$ cat src/rtl/fib_pkg.sv
// rtl/fib_pkg.sv - shared types and width defaults for the Fibonacci request scheduler
package fib_pkg;

  localparam int FIB_IN_W  = 6;
  localparam int FIB_OUT_W = 32;

  typedef enum logic [1:0] {
    IDLE  = 2'd0,
    ISSUE = 2'd1,
    WAIT  = 2'd2,
    HOLD  = 2'd3
  } sched_state_t;

  // Occupancy counter must represent 0..depth inclusive.
  function automatic int cnt_width(input int depth);
    return $clog2(depth + 1);
  endfunction

endpackage

$ cat src/rtl/fib_req_fifo.sv
// rtl/fib_req_fifo.sv - synchronous request FIFO with combinational head output
module fib_req_fifo
  import fib_pkg::*;
#(
  parameter int DEPTH = 4,
  parameter int WIDTH = FIB_IN_W
) (
  input  logic             clk,
  input  logic             rst,
  input  logic             push,
  input  logic             pop,
  input  logic [WIDTH-1:0] din,
  output logic [WIDTH-1:0] dout,
  output logic             full,
  output logic             empty
);

  localparam int PTR_W = $clog2(DEPTH);
  localparam int CNT_W = cnt_width(DEPTH);

  logic [WIDTH-1:0] mem_q [DEPTH];
  logic [PTR_W-1:0] wr_ptr_q, wr_ptr_d;
  logic [PTR_W-1:0] rd_ptr_q, rd_ptr_d;
  logic [CNT_W-1:0] count_q, count_d;
  logic             do_push;
  logic             do_pop;

  // Full/empty are taken from the registered count only; no same-cycle look-ahead.
  assign full    = (count_q == CNT_W'(DEPTH));
  assign empty   = (count_q == '0);
  assign do_push = push && !full;
  assign do_pop  = pop && !empty;
  assign dout    = mem_q[rd_ptr_q];

  always_comb begin
    wr_ptr_d = wr_ptr_q;
    rd_ptr_d = rd_ptr_q;
    count_d  = count_q;
    if (do_push) wr_ptr_d = wr_ptr_q + PTR_W'(1);
    if (do_pop)  rd_ptr_d = rd_ptr_q + PTR_W'(1);
    if (do_push && !do_pop)      count_d = count_q + CNT_W'(1);
    else if (do_pop && !do_push) count_d = count_q - CNT_W'(1);
  end

  always_ff @(posedge clk) begin
    if (rst) begin
      wr_ptr_q <= '0;
      rd_ptr_q <= '0;
      count_q  <= '0;
    end else begin
      wr_ptr_q <= wr_ptr_d;
      rd_ptr_q <= rd_ptr_d;
      count_q  <= count_d;
    end
  end

  always_ff @(posedge clk) begin
    if (do_push) mem_q[wr_ptr_q] <= din;
  end

endmodule

$ cat src/rtl/fib_req_sched.sv
// rtl/fib_req_sched.sv - queues Fibonacci requests, drives the engine one at a time,
// and returns tagged responses with a watchdog for hung engine runs
module fib_req_sched
  import fib_pkg::*;
#(
  parameter int INPUT_WIDTH    = FIB_IN_W,
  parameter int OUTPUT_WIDTH   = FIB_OUT_W,
  parameter int DEPTH          = 4,
  parameter int TIMEOUT_CYCLES = 1024
) (
  input  logic                    clk,
  input  logic                    rst,
  input  logic                    req_valid,
  output logic                    req_ready,
  input  logic [INPUT_WIDTH-1:0]  req_n,
  output logic                    go,
  output logic [INPUT_WIDTH-1:0]  n,
  input  logic                    done,
  input  logic [OUTPUT_WIDTH-1:0] result,
  input  logic                    overflow,
  output logic                    rsp_valid,
  input  logic                    rsp_ready,
  output logic [INPUT_WIDTH-1:0]  rsp_n,
  output logic [OUTPUT_WIDTH-1:0] rsp_result,
  output logic                    rsp_overflow,
  output logic                    rsp_timeout,
  output logic                    busy
);

  localparam int TO_W = $clog2(TIMEOUT_CYCLES);

  sched_state_t            state_q, state_d;
  logic [INPUT_WIDTH-1:0]  n_q, n_d;
  logic [TO_W-1:0]         wd_cnt_q, wd_cnt_d;
  logic [INPUT_WIDTH-1:0]  rsp_n_q, rsp_n_d;
  logic [OUTPUT_WIDTH-1:0] rsp_result_q, rsp_result_d;
  logic                    rsp_overflow_q, rsp_overflow_d;
  logic                    rsp_timeout_q, rsp_timeout_d;

  logic                    fifo_pop;
  logic                    fifo_full;
  logic                    fifo_empty;
  logic [INPUT_WIDTH-1:0]  fifo_head;

  fib_req_fifo #(
    .DEPTH (DEPTH),
    .WIDTH (INPUT_WIDTH)
  ) u_fifo (
    .clk   (clk),
    .rst   (rst),
    .push  (req_valid),
    .pop   (fifo_pop),
    .din   (req_n),
    .dout  (fifo_head),
    .full  (fifo_full),
    .empty (fifo_empty)
  );

  assign req_ready    = !fifo_full;
  assign go           = (state_q == ISSUE);
  assign n            = n_q;
  assign rsp_valid    = (state_q == HOLD);
  assign rsp_n        = rsp_n_q;
  assign rsp_result   = rsp_result_q;
  assign rsp_overflow = rsp_overflow_q;
  assign rsp_timeout  = rsp_timeout_q;
  assign busy         = (state_q != IDLE) || !fifo_empty;

  always_comb begin
    state_d        = state_q;
    n_d            = n_q;
    wd_cnt_d       = wd_cnt_q;
    rsp_n_d        = rsp_n_q;
    rsp_result_d   = rsp_result_q;
    rsp_overflow_d = rsp_overflow_q;
    rsp_timeout_d  = rsp_timeout_q;
    fifo_pop       = 1'b0;
    unique case (state_q)
      IDLE: begin
        if (!fifo_empty) begin
          fifo_pop = 1'b1;
          n_d      = fifo_head;
          state_d  = ISSUE;
        end
      end
      ISSUE: begin
        wd_cnt_d = '0;
        state_d  = WAIT;
      end
      WAIT: begin
        // A done arriving on the final watchdog cycle still counts as a real answer.
        if (done) begin
          rsp_n_d        = n_q;
          rsp_result_d   = result;
          rsp_overflow_d = overflow;
          rsp_timeout_d  = 1'b0;
          state_d        = HOLD;
        end else if (wd_cnt_q == TO_W'(TIMEOUT_CYCLES - 1)) begin
          rsp_n_d        = n_q;
          rsp_result_d   = '0;
          rsp_overflow_d = 1'b0;
          rsp_timeout_d  = 1'b1;
          state_d        = HOLD;
        end else begin
          wd_cnt_d = wd_cnt_q + TO_W'(1);
        end
      end
      HOLD: begin
        if (rsp_ready) state_d = IDLE;
      end
      default: state_d = IDLE;
    endcase
  end

  always_ff @(posedge clk) begin
    if (rst) begin
      state_q        <= IDLE;
      n_q            <= '0;
      wd_cnt_q       <= '0;
      rsp_n_q        <= '0;
      rsp_result_q   <= '0;
      rsp_overflow_q <= 1'b0;
      rsp_timeout_q  <= 1'b0;
    end else begin
      state_q        <= state_d;
      n_q            <= n_d;
      wd_cnt_q       <= wd_cnt_d;
      rsp_n_q        <= rsp_n_d;
      rsp_result_q   <= rsp_result_d;
      rsp_overflow_q <= rsp_overflow_d;
      rsp_timeout_q  <= rsp_timeout_d;
    end
  end

endmodule

$ cat config.mk
export PLATFORM = sky130hd
export DESIGN_NAME = fib_req_sched
export DESIGN_NICKNAME = d
export VERILOG_FILES = /design/src/rtl/fib_pkg.sv /design/src/rtl/fib_req_fifo.sv /design/src/rtl/fib_req_sched.sv
export SDC_FILE = /design/constraint.sdc
export NUM_CORES = 1
export LEC_CHECK = 0
export ABC_CLOCK_PERIOD_IN_PS = 4500
export CAP_MARGIN = 20
export CORE_MARGIN = 1
export CORE_UTILIZATION = 30
export CTS_CLUSTER_SIZE = 28
export DETAILED_ROUTE_END_ITERATION = 12
export MAX_ROUTING_LAYER = met4
export SYNTH_ARGS = -nofsm -noshare
export SYNTH_HDL_FRONTEND = slang
export SYNTH_SLANG_ARGS = --single-unit
export TNS_END_PERCENT = 5
$ cat constraint.sdc
create_clock -name clk -period 4.5 [get_ports clk]
set_input_delay 0.9 -clock clk [delete_from_list [all_inputs] [get_ports clk]]
set_output_delay 0.9 -clock clk [all_outputs]
set_load 0.02 [all_outputs]
Word level (Yosys, flattened, before mapping) --
Memories as Yosys holds them, arrays and structs flattened. A register that Yosys moved wholly into a read port is not among the register bits. Index checks and enable logic that the tools add are counted.
Word-level totals: register bits 59, latch bits 0, RAM bits 24, ROM bits 0, input port bits 44, output and inout bits 50, word-level logic and storage cells 67, memories kept 1
Cells by class: $add $sub $neg 5, multiply operators 0, div/mod/pow operators 0, $lt $le $gt $ge 0, eq/ne operators 10, shift-type cells 0, multiplexer cells 22, bitwise gates (word level) 1, reductions and logical operators 19
Memories:
- u_fifo.mem_q | depth 4, bits a word 6, rd ports 1, clocked after Yosys merged registers in 1, write ports 1, RTL line fib_req_fifo.sv:21 | logic [WIDTH-1:0] mem_q [DEPTH];
Operators with widths (number):
- two-way mux 32 bit | 2
- two-way mux 10 bit | 2
- case mux 10 bit (2 select lines) | 1
- two-way mux 6 bit | 2
- adder 10 x 1 -> 10 bit, second input constant | 1
- equality test 10 bit, second input constant | 1
- two-way mux 1 bit | 8
- two-way mux 2 bit | 4
- case mux 2 bit (4 select lines) | 1
- nonzero test 2 bit | 4
- two-way mux 3 bit | 2
- != test 2 bit, second input constant | 3
- AND reduction 3 bit | 2
- adder 2 x 1 -> 2 bit, second input constant | 2
- equality test 2 bit, second input constant | 2
- logical AND 1 bit | 4
- logical NOT 1 bit | 4
- AND reduction 2 bit | 2
- adder 3 x 1 -> 3 bit, second input constant | 1
- equality test 3 bit, second input constant | 1
- logical NOT 3 bit | 1
- != test 3 bit, second input constant | 1
- subtractor 3 x 1 -> 3 bit, second input constant | 1
- equality test 2 x 1 -> 1 bit, second input constant | 1
- other kinds (4) | 4

Depth between registers and ports, before layout --
Gate-level depths: netlist (run 1).
depth after elaboration 7, depth in mapped cells 11

Modules after synthesis --
A second synthesis (run 1) with hierarchy kept.
Unflattened totals: cell total of the unflattened synthesis 296, area total of the unflattened synthesis 3557.2 µm²
By module, submodules not included:
- fib_req_sched | instances 1, cells each 217, area each 2224.6 µm², sequential area each 1161.1 µm²
- fib_req_fifo | instances 1, cells each 79, area each 1332.5 µm², sequential area each 900.9 µm²

Worst setup path after synthesis (run 1) --
Ideal clock, no wire load.
path type in2reg, from input req_valid, to register u_fifo.count_q[2], arrival time 2503 ps, required time 4430 ps, setup slack 1926 ps, cell stages on the path 7, cells stage by stage a21boi_1 ha_1 inv_1 fa_1 xor2_1 or3_1 a21oi_1
Between the ends: longest elaborated chain between the ends 4, elaborated cells on any way between the ends 6, classes of those cells mux (1); reduce/logical (5)
Ends and longest elaborated chain:
- start: declaration | RTL line fib_req_sched.sv:13 | input logic req_valid,
- logical AND 1 bit * | RTL line fib_req_fifo.sv:31 | assign do_push = push && !full;
- logical NOT 1 bit | RTL line fib_req_fifo.sv:42 | else if (do_pop && !do_push) count_d = count_q - CNT_W'(1);
- logical AND 1 bit | RTL line fib_req_fifo.sv:42
- nonzero test 2 bit (no source line)
- end signal: assignment | RTL line fib_req_fifo.sv:53 | count_q <= count_d;
- end: declaration | RTL line fib_req_fifo.sv:24 | logic [CNT_W-1:0] count_q, count_d;
Every way passes the cells marked *; elsewhere a longest branch is shown, timed or not. A chain may end at the register's enable or synchronous reset.

Final worst setup path (run 1) --
from register state_q[0], to output busy
Between the ends: longest elaborated chain between the ends 2
Ends and longest elaborated chain:
- start: declaration | RTL line fib_req_sched.sv:32 | sched_state_t state_q, state_d;
- start signal: assignment | RTL line fib_req_sched.sv:125 | state_q <= state_d;
- nonzero test 2 bit | RTL line fib_req_sched.sv:67 | assign busy = (state_q != IDLE) || !fifo_empty;
- logical OR 1 bit | RTL line fib_req_sched.sv:67
- end: declaration | RTL line fib_req_sched.sv:27 | output logic busy
No other way between the ends.

==> impl_results.md, run 1 <==
* Status: finished clean
* Fmax at 346.0 MHz
* Post-synth top area share at 0.3704
* Adder-cell share of the synthesized area at 0.04487
* Crit-path cells: inv_1 -> ha_1 -> or4b_1 -> clkdlybuf4s50_1
* Post-Layout Cell Count at 534
* RSZ-0062 raised after global routing: false
* Number of remaining DRC errors at 0
* Critical path class: flip-flop to primary output
* Max_cap viols at 0
* CTS max path bufs at 2
* Worst path required time at 3.60 ns
* Total GRT Usage at 0.1432
* Post-route minimum period at 2.890 ns
* Mux cell area share after synthesis at 0.04701
* WL per Instance at 14.95 µm
* Combinational family with the most area after synthesis: compound AO/OA/AOI/OAI gates
* Most used DFF post-synth: dfxtp_1
* Area leader, netlist: dfxtp_1
* Synth Register Bits at 89
* Fin crit share at 0.6423
* Pin count of the biggest net entering global routing at 34
* Row count at 39
* P&R area growth vs syn at 38.39%
* Worst-path maximum fanout at 4
* Clock slew at reported path FFs at 0.07 ns
* Vias in the first global route at 2526
* Final setup TNS at 0 ns
* Core Box Area at 11420 µm²
* Sequential-to-total area share from yosys stat at 0.5755
* Async SR Flop Fraction at 0
* Setup violators final at 0
* Port bufs at 93
* Rel. slew slack at 0.4016
* Hold Path Class: flip-flop to flip-flop
* Cells after Synth at 296
* Final ANT Viol Nets at 0
* Post-DP HPWL at 5.652 mm
* IO Pins at 94
* Slowest stage cell, crit path: clkdlybuf4s50_1
* Global-route wire length before repair at 12.67 mm
* WHS at 0.4787 ns
* Synth top area cells: dfxtp_1 (37%), edfxtp_1 (21%), a22o_1 (8.2%), ha_1 (3.9%), mux4_2 (3.8%)
* Post-CTS sizing at 0
* Full die area at 12150 µm²
* Net Count, Synth at 352
* Grt ovf at 0
* # diodes at 0
* Final clock skew at 0.007643 ns
* M1 GR Usage at 0.1745
* Die width at 110.2 µm
* Compound-Gate Fraction of Synth Area at 0.1870
* Crit path launch type: flip-flop
* Die height at 110.2 µm
* Number of DRC markers in iteration 0 at 124
* LEAKAGE at 1.712 nW
* Crit end category: primary output
* Sink Count at 89
* Worst-skew pair later-pin latency at 0.34 ns
* Num CTS Buffers at 9
* Gr busiest metal: met2
* Post-Synth Simple-Gate Area at 0.09366
* Postcts setup bufs at 0
* Dpl cells at 518
* Endpoints failing hold at 0
* Filler instances at 1139
* Max-slew violation count at 0
* Crit path max-delay family: buffers and inverters
* Ys Warns at 0
* Post-synthesis xor/xnor area fraction at 0.01246
* Synth cell types at 49
* Iteration count of the initial detailed-routing pass at 5
* WP buf/inv at 2
* Vias per cell at 4.903
* CP max stage delay at 0.56 ns
* CTS tree: built
* Starting density of the core at 0.3077
* Peak supply drop at 238.7 µV
* Average cell area after synthesis at 11.87 µm²
* Antenna violations before repair at 0
* Via count of the routed design at 2618
* Layout Nets at 442
* Root Buffer: clkbuf_16
* WP data arrival at 1.99 ns
* H-tree levels at 3
* CTS Hold Buffers Added at 0
* Drt total wl at 7.984 mm
* Worst-margin pin slew at 0.8956 ns
* GRT met3 Usage at 0.03351
* Cell Area, Synth at 3513 µm²
* Met2 GRT Util at 0.2308
* Layout cells sized above 1 at 0.07928
* Routability cong. at 0.8272
* Post-synth EDFFs at 24
* Pwr dens at 511.4 nW/µm²
[kinds of logic after synthesis]
kind of cell	Yosys count
and+or+nand+nor	66
AOI/OAI and AO/OA	86
buffers and inverters	29
DFF	89
muxes	9
xor gates and xnor gates	5
adders and majority gates	12
[area by class of cell]
type,instances,area (µm²),area share
multi-input combinational,178,1358,0.2792
timing repair buffer,95,945.9,0.1945
tap,143,178.9,0.03680
clock inverter,7,83.83,0.01724
inverter,13,48.80,0.01004
sequential,89,2022,0.4159
clock buffer,9,225.2,0.04632
[cells in the final DEF (no fill, tap or decap), types with 4 or more instances in the layout]
cell type        netlist  final
inv_1                 13     13
ha_1                  11     11
edfxtp_1              24     24
nand2_1               26     26
o21ai_0               10     10
dfxtp_1               65     65
and2_1                 5      5
nor2_1                 8      8
clkdlybuf4s50_1        0     93
mux4_2                 6      6
clkbuf_16              0      9
nand3_1               10     10
a21oi_1               18     18
a211oi_1               4      4
a22o_1                33     33
[cells in the mapped netlist (all sizes together), types with 2 or more instances]
| cell type | count |
|---|---|
| a21oi | 19 |
| nand3 | 10 |
| o21ai | 11 |
| ha | 11 |
| mux4 | 6 |
| mux2i | 3 |
| edfxtp | 24 |
| nor2 | 8 |
| xnor2 | 2 |
| or4 | 2 |
| o311ai | 2 |
| nor3 | 3 |
| o31ai | 2 |
| and2 | 5 |
| a41oi | 2 |
| o41ai | 2 |
| nand4 | 4 |
| dfxtp | 65 |
| a31oi | 3 |
| o31a | 2 |
| nand2 | 26 |
| inv | 13 |
| a22o | 33 |
| a211oi | 4 |
| clkbuf | 5 |
| buf | 11 |
| xor2 | 3 |
[routing by layer]
| layer | vias to the layer above | share of wire |
|---|---|---|
| met2 | 63 | 0.50 |
| met5 | - | 0 |
| li1 | 1290 | - |
| met3 | 10 | 0.042 |
| met4 | 0 | 0.016 |
| met1 | 1255 | 0.44 |
[power breakdown]
part	internal [mW]	switching, mW
Combinational	0.325	0.380
Clock	0.443	0.333
Sequential	0.920	0.0856
Total	1.69	0.798
[worst paths after layout]
| path | startpoint | slack [ns] | depth (start not counted) | end |
|---|---|---|---|---|
| max reg2reg | state_q[0] | 2.00 | 10 | u_fifo.count_q[2] |
| min reg2reg | rsp_result[0] | 0.48 | 1 | rsp_result[0] |
| min | rsp_result[0] | 0.48 | 1 | rsp_result[0] |
| max | state_q[0] | 1.61 | 4 | busy |
[worst register-to-register path: stages (launching register included)]
cell and delay (ns):
dfxtp_1 0.39, inv_1 0.10, ha_1 0.22, o31a_1 0.22, inv_1 0.23, ha_1 0.22, inv_1 0.06, fa_1 0.37
xor2_1 0.17, or3_1 0.30, a21oi_1 0.14
[metrics by stage]
step / instance area (µm²) / setup WS (ns) / util / total power, mW
detailed placement: 4553 / 1.295 / 0.3988 / 1.734
global route: 4862 / 1.497 / 0.4258 / 2.639
global placement: 4553 / 1.371 / 0.3988 / 1.722
CTS: 4862 / 1.584 / 0.4258 / 2.525
finish: 4862 / 1.610 / 0.4258 / 2.487
floorplan: 3513 / 1.926 / - / 1.483
[registers in the layout (all words and copies together) (netlist names)]
| signal | flops |
|---|---|
| rsp_timeout | 1 |
| n | 6 |
| state_q | 2 |
| u_fifo.rd_ptr_q | 2 |
| u_fifo.wr_ptr_q | 2 |
| rsp_result | 32 |
| u_fifo.mem_q | 24 |
| u_fifo.count_q | 3 |
| rsp_overflow | 1 |
| rsp_n | 6 |
| wd_cnt_q | 10 |
No activity file was read; power rests on OpenSTA's default activity.
==> inputs of run 2 (changes only) <==
--- a/config.mk
+++ b/config.mk
@@ -5,7 +5,7 @@
 export SDC_FILE = /design/constraint.sdc
 export NUM_CORES = 1
 export LEC_CHECK = 0
-export ABC_CLOCK_PERIOD_IN_PS = 4500
+export ABC_CLOCK_PERIOD_IN_PS = 2800
 export CAP_MARGIN = 20
 export CORE_MARGIN = 1
 export CORE_UTILIZATION = 30
==> constraint.sdc (replaced) <==
create_clock -name clk -period 2.8 [get_ports clk]
set_input_delay 0.56 -clock clk [delete_from_list [all_inputs] [get_ports clk]]
set_output_delay 0.56 -clock clk [all_outputs]
set_load 0.02 [all_outputs]
==> impl_results.md, run 2 (synthesis gave the netlist of run 1 again) <==
* Status: finished clean (unchanged)
* Most frequent cells in the layout: clkdlybuf4s50_1 (93), dfxtp_1 (65), a22o_1 (33) (unchanged)
* Final setup TNS at 0 ns (unchanged)
* CTS max path bufs at 2 (unchanged)
* Sw Share at 0.3016 (was 0.3211)
* Fin crit share at 0.9150
* Crit-path cells: inv_1 -> ha_1 -> or4b_1 -> clkdlybuf4s50_1 (unchanged)
* Drt total wl at 7.909 mm (was 7.984 mm)
* Crit path launch type: flip-flop (unchanged)
* Setup slack, reg-to-reg at 0.28 ns (was 2.00 ns)
* Die width at 110.2 µm (unchanged)
* Iteration count of the initial detailed-routing pass at 4 (was 5)
* Max reg flops at 32 (unchanged)
* Die height at 110.2 µm (unchanged)
* Core Box Area at 11420 µm² (unchanged)
* Peak supply drop at 429.3 µV (was 238.7 µV)
* Final ANT Viol Nets at 0 (unchanged)
* Critical path class: flip-flop to primary output (unchanged)
* Clock slew at reported path FFs at 0.06 ns (was 0.07 ns)
* Slowest stage cell, crit path: clkdlybuf4s50_1 (unchanged)
* Antenna violations before repair at 0 (unchanged)
* Grt ovf at 0 (unchanged)
* Final clock skew at 0.006009 ns (was 0.007643 ns)
* Number of remaining DRC errors at 0 (unchanged)
* P&R area growth vs syn at 39.49% (was 38.39%)
* WL per Instance at 14.70 µm (was 14.95 µm)
* Root Buffer: clkbuf_16 (unchanged)
* Postcts setup bufs at 0 (unchanged)
* Pwr dens at 825.5 nW/µm² (was 511.4 nW/µm²)
* Via count of the routed design at 2639 (was 2618)
* Rel. slew slack at 0.4232 (was 0.4016)
* Endpoints failing hold at 0 (unchanged)
* Num CTS Buffers at 9 (unchanged)
* # diodes at 0 (unchanged)
* Sink Count at 89 (unchanged)
* Worst path required time at 2.24 ns (was 3.60 ns)
* Hold Path Class: flip-flop to flip-flop (unchanged)
* Flop pwr share at 0.401 (was 0.404)
* Max-slew violation count at 0 (unchanged)
* Global-route wire length before repair at 12.35 mm (was 12.67 mm)
* Layout cells sized above 1 at 0.08608 (was 0.07928)
* Post-CTS sizing at 0 (unchanged)
* IO Pins at 94 (unchanged)
* Fmax at 390.3 MHz
* Vias per cell at 4.905 (was 4.903)
* Comb pwr share at 0.285 (was 0.283)
* Row count at 39 (unchanged)
* Commonest non-fill, non-tap cell in the layout: clkdlybuf4s50_1 (unchanged)
* LEAKAGE at 1.737 nW (was 1.712 nW)
* Starting density of the core at 0.3077 (unchanged)
* Port bufs at 93 (unchanged)
* Total GRT Usage at 0.1386 (was 0.1432)
* P_sw at 1.220 mW (was 798.5 µW)
* Layout Nets at 446 (was 442)
* Clock network power share at 0.314 (was 0.312)
* Setup violators final at 0 (unchanged)
* Tot Pwr at 4.046 mW (was 2.487 mW)
* Full die area at 12150 µm² (unchanged)
* Worst-margin pin slew at 0.8633 ns (was 0.8956 ns)
* H-tree levels at 3 (unchanged)
* Vias in the first global route at 2509 (was 2526)
* RSZ-0062 raised after global routing: false (unchanged)
* Worst-path maximum fanout at 4 (unchanged)
* Post-DP HPWL at 5.740 mm (was 5.652 mm)
* WP data arrival at 2.00 ns (was 1.99 ns)
* Pin count of the biggest net entering global routing at 34 (unchanged)
* Post-route minimum period at 2.562 ns
* Routability cong. at 0.8571 (was 0.8272)
* Number of DRC markers in iteration 0 at 124 (unchanged)
* P_int at 2.825 mW (was 1.688 mW)
* CTS tree: built (unchanged)
* CTS Hold Buffers Added at 0 (unchanged)
* Max_cap viols at 0 (unchanged)
* Crit end category: primary output (unchanged)
* Worst-skew pair later-pin latency at 0.33 ns (was 0.34 ns)
* CP max stage delay at 0.56 ns (about the same)
run 2: changes by cell type in the layout (fill, tap and decap cells not counted), sizes merged:
cell / delta
buf: +4
clkbuf: +4
inv: -5
bufinv: +1
run 2: final timing paths:
check | start | to | depth (start not counted)
min reg2reg | rsp_result[30] | rsp_result[30] | 1
min | rsp_result[30] | rsp_result[30] | 1
max | state_q[0] | busy | 4
max reg2reg | state_q[0] | u_fifo.count_q[2] | 10
run 2: stage by stage:
| step | worst slack [ns] | hold slack [ns] | utilization | cell area [µm²] | cells |
|---|---|---|---|---|---|
| detailed placement | 0.2056 | 0.4643 | 0.4014 | 4583 | 522 |
| global placement | 0.3081 | 0.4621 | 0.4014 | 4583 | 522 |
| finish | 0.2380 | 0.4765 | 0.4292 | 4901 | 538 |
| global route | 0.09745 | 0.4954 | 0.4292 | 4901 | 538 |
| CTS | 0.1998 | 0.4823 | 0.4292 | 4901 | 538 |
| floorplan | 0.4715 | 0.4677 | - | 3513 | 296 |
run 2: routing by layer:
metal	part of all wire	track usage
met2	0.52	0.2339
met5	0	-
met1	0.42	0.1599
met3	0.040	0.03880
met4	0.016	0.04323
run 2: area by class of cell:
cell class                      count  area, µm²
Sequential cell                    89       2022
Inverter                           13      48.80
Clock inverter                      3      65.06
Fill cell                        1111       6518
Clock buffer                       13      252.7
Timing Repair Buffer               99      975.9
Tap cell                          143      178.9
Multi-Input combinational cell    178       1358
run 2: critical path, delay by kind of cell (launching register included):
kind / cells / cell delay [ns]
flops: 1 / 0.34
simple gates: 1 / 0.47
fa+ha+maj: 1 / 0.19
buf+inv: 2 / 0.67
run 2: power by group through the flow:
stage	Combinational, mW	Sequential (mW)	Clock, mW
after floorplan	0.708	1.67	0
after global placement	1.14	1.65	0
after detailed placement	1.16	1.65	0
after CTS	1.17	1.63	1.31
after global routing	1.28	1.65	1.37
final	1.15	1.62	1.27
==> inputs of run 3 (changes only) <==
--- a/config.mk
+++ b/config.mk
@@ -14,5 +14,6 @@
 export MAX_ROUTING_LAYER = met4
 export SYNTH_ARGS = -nofsm -noshare
 export SYNTH_HDL_FRONTEND = slang
+export SYNTH_HIERARCHICAL = 1
 export SYNTH_SLANG_ARGS = --single-unit
 export TNS_END_PERCENT = 5
==> impl_results.md, run 3 <==
* Status: finished clean (unchanged)
* Full die area at 12300 µm² (was 12150 µm²)
* Antenna violations before repair at 0 (unchanged)
* Die width at 110.9 µm (was 110.2 µm)
* Hold depth at 1 (unchanged)
* Die height at 110.9 µm (was 110.2 µm)
* Crit end category: flip-flop (was primary output)
* Post-synth top area share at 0.3771 (was 0.3704)
* Post-DP HPWL at 5.593 mm (was 5.740 mm)
* Max reg flops at 32 (unchanged)
* CP max stage delay at 0.38 ns (was 0.56 ns)
* Hold Path Class: flip-flop to flip-flop (unchanged)
* Critical path class: flip-flop to flip-flop (was flip-flop to primary output)
* Cells after Synth at 296 (unchanged)
* Core Box Area at 11470 µm² (was 11420 µm²)
* Synth cell types at 46 (was 49)
* Count leader, synth: dfxtp_1 (unchanged)
* Ys Warns at 6 (was 0)
* Worst-margin pin slew at 0.5342 ns (was 0.8633 ns)
* Fmax at 429.7 MHz (was 390.3 MHz)
* WP buf/inv at 2 (unchanged)
* Slack of the critical path at 0.4727 ns (was 0.2380 ns)
* Fin crit share at 0.8312 (was 0.9150)
* Final setup TNS at 0 ns (unchanged)
* Final ANT Viol Nets at 0 (unchanged)
* Slowest stage cell, crit path: fa_1 (was clkdlybuf4s50_1)
* Worst flop-to-flop path startpoint: state_q[0] (unchanged)
* Drt total wl at 7.875 mm (was 7.909 mm)
* Worst-path maximum fanout at 4 (unchanged)
* Rel. slew slack at 0.6427 (was 0.4232)
* Most frequent cells in the layout: clkdlybuf4s50_1 (93), dfxtp_1 (67), a22o_1 (33) (was clkdlybuf4s50_1 (93), dfxtp_1 (65), a22o_1 (33))
* Global-route wire length before repair at 12.87 mm (was 12.35 mm)
* Final clock skew at 0.008786 ns (was 0.006009 ns)
* CTS Hold Buffers Added at 0 (unchanged)
* Crit path max-delay family: adder cells (was buffers and inverters)
* Synth cell count leaders: dfxtp_1 (67), a22o_1 (33), edfxtp_1 (24) (was dfxtp_1 (65), a22o_1 (33), nand2_1 (26))
* Final instance area at 4918 µm² (was 4901 µm²)
* Async SR Flop Fraction at 0 (unchanged)
* H-tree levels at 3 (unchanged)
* Clock slew at reported path FFs at 0.07 ns (was 0.06 ns)
* Worst-skew pair later-pin latency at 0.34 ns (was 0.33 ns)
* Total GRT Usage at 0.1360 (was 0.1386)
* Pwr dens at 769.2 nW/µm² (was 825.5 nW/µm²)
* LEAKAGE at 1.732 nW (was 1.737 nW)
* Crit-path cells: inv_1 -> ha_1 -> nor2b_1 -> o31ai_2 -> ha_1 -> inv_1 -> fa_1 -> xor2_1 -> or3_1 -> a21oi_1 (was inv_1 -> ha_1 -> or4b_1 -> clkdlybuf4s50_1)
* Worst path required time at 3.06 ns (was 2.24 ns)
* Peak supply drop at 341.2 µV (was 429.3 µV)
* Num CTS Buffers at 9 (unchanged)
* Pin count of the biggest net entering global routing at 34 (unchanged)
* Number of remaining DRC errors at 0 (unchanged)
* Grt ovf at 0 (unchanged)
* Area after DPL at 4638 µm² (was 4583 µm²)
* R2R cell count at 10 (unchanged)
* Vias in the first global route at 2486 (was 2509)
* Reg2Reg Capture Point: u_fifo/count_q[2] (was u_fifo.count_q[2])
* Placement Setup Slack at 0.1255 ns (was 0.2056 ns)
* Row count at 39 (unchanged)
* # diodes at 0 (unchanged)
* Post-synth EDFFs at 24 (unchanged)
* WP data arrival at 2.58 ns (was 2.00 ns)
* Root Buffer: clkbuf_16 (unchanged)
* Endpoints failing hold at 0 (unchanged)
* Port bufs at 93 (unchanged)
* Commonest non-fill, non-tap cell in the layout: clkdlybuf4s50_1 (unchanged)
* Post-CTS sizing at 0 (unchanged)
* CTS max path bufs at 2 (unchanged)
* Layout cells sized above 1 at 0.09415 (was 0.08608)
* Net Count, Synth at 352 (unchanged)
* Setup violators final at 0 (unchanged)
* Number of DRC markers in iteration 0 at 136 (was 124)
* Routability cong. at 0.7993 (was 0.8571)
* Final design utilization at 0.4289 (was 0.4292)
* CTS tree: built (unchanged)
* Starting density of the core at 0.3102 (was 0.3077)
* Cell Area, Synth at 3557 µm² (was 3513 µm²)
* Iteration count of the initial detailed-routing pass at 4 (unchanged)
* Post-route minimum period at 2.327 ns (was 2.562 ns)
* Sink Count at 91 (was 89)
* Layout Nets at 444 (was 446)
* Synth top area cells: dfxtp_1 (38%), edfxtp_1 (20%), a22o_1 (8.1%), ha_1 (3.9%), mux4_2 (3.8%) (was dfxtp_1 (37%), edfxtp_1 (21%), a22o_1 (8.2%), ha_1 (3.9%), mux4_2 (3.8%))
* Postcts setup bufs at 0 (unchanged)
* Area leader, netlist: dfxtp_1 (unchanged)
* Sequential-to-total area share from yosys stat at 0.5797 (was 0.5755)
* Via count of the routed design at 2637 (was 2639)
* Average cell area after synthesis at 12.02 µm² (was 11.87 µm²)
* Crit path launch type: flip-flop (unchanged)
* Max-slew violation count at 0 (unchanged)
* IO Pins at 94 (unchanged)
* Worst hold start: rsp_result[5] (was rsp_result[30])
* Synth Register Bits at 91 (was 89)
* Vias per cell at 4.920 (was 4.905)
* Max_cap viols at 0 (unchanged)
* Setup slack, reg-to-reg at 0.47 ns (was 0.28 ns)
* P&R area growth vs syn at 38.27% (was 39.49%)
* Most used DFF post-synth: dfxtp_1 (unchanged)
* WL per Instance at 14.69 µm (was 14.70 µm)
* RSZ-0062 raised after global routing: false (unchanged)
* Hold path endpoint: rsp_result[5] (was rsp_result[30])
-- run 3: cell count changes in the layout (fill, tap and decap cells not counted), moves of 3 or more --
cell,change
nor2_1,+3
nand2b_1,+4
a21oi_1,-4
nand2_1,-17
nor3_1,+3
mux2i_1,+5
-- run 3: layout make-up --
| cell class | count | area [µm²] |
|---|---|---|
| Clock buffer | 11 | 242.7 |
| Clock inverter | 5 | 37.54 |
| Fill cell | 1090 | 6549 |
| Inverter | 12 | 45.04 |
| Multi-Input combinational cell | 175 | 1376 |
| Sequential cell | 91 | 2062 |
| Tap cell | 143 | 178.9 |
| Timing Repair Buffer | 99 | 975.9 |
-- run 3: worst max-delay path by stage --
| stage | startpoint | end | cells past startpoint |
|---|---|---|---|
| after detailed placement | req_valid | u_fifo/count_q[2] | 9 |
| after floorplan | state_q[0] | u_fifo/count_q[2] | 11 |
| after CTS | state_q[0] | u_fifo/count_q[2] | 10 |
| after global routing | state_q[0] | u_fifo/count_q[2] | 10 |
| after global placement | req_valid | u_fifo/count_q[2] | 9 |
| final | state_q[0] | u_fifo/count_q[2] | 10 |
-- run 3: through the flow --
step | power [mW] | hold slack (ns) | instances
finish | 3.783 | 0.4778 | 536
global route | 3.998 | 0.4947 | 536
global placement | 2.674 | 0.4602 | 520
CTS | 3.842 | 0.4825 | 536
detailed placement | 2.688 | 0.4633 | 520
floorplan | 2.261 | 0.4847 | 296
-- run 3: where the power goes --
group | internal, mW | switching, mW | total [mW]
clock | 0.629 | 0.505 | 1.13
sequential | 1.51 | 0.126 | 1.63
combinational | 0.491 | 0.526 | 1.02
total | 2.63 | 1.16 | 3.78
-- run 3: routing by layer --
layer,track usage,share of wire,up-vias
met5,-,0,-
met4,0.05511,0.020,0
met3,0.03445,0.035,13
met2,0.2149,0.50,49
met1,0.1660,0.45,1274
li1,-,-,1301
-- run 3: logic make-up after synthesis --
| group | share of synthesized area |
|---|---|
| flops | 0.5797 |
| compound gates | 0.1783 |
| simple gates | 0.09216 |
| buf+inv | 0.03517 |
| mux | 0.06050 |
| fa+ha+maj | 0.04432 |
| xor+xnor | 0.009848 |
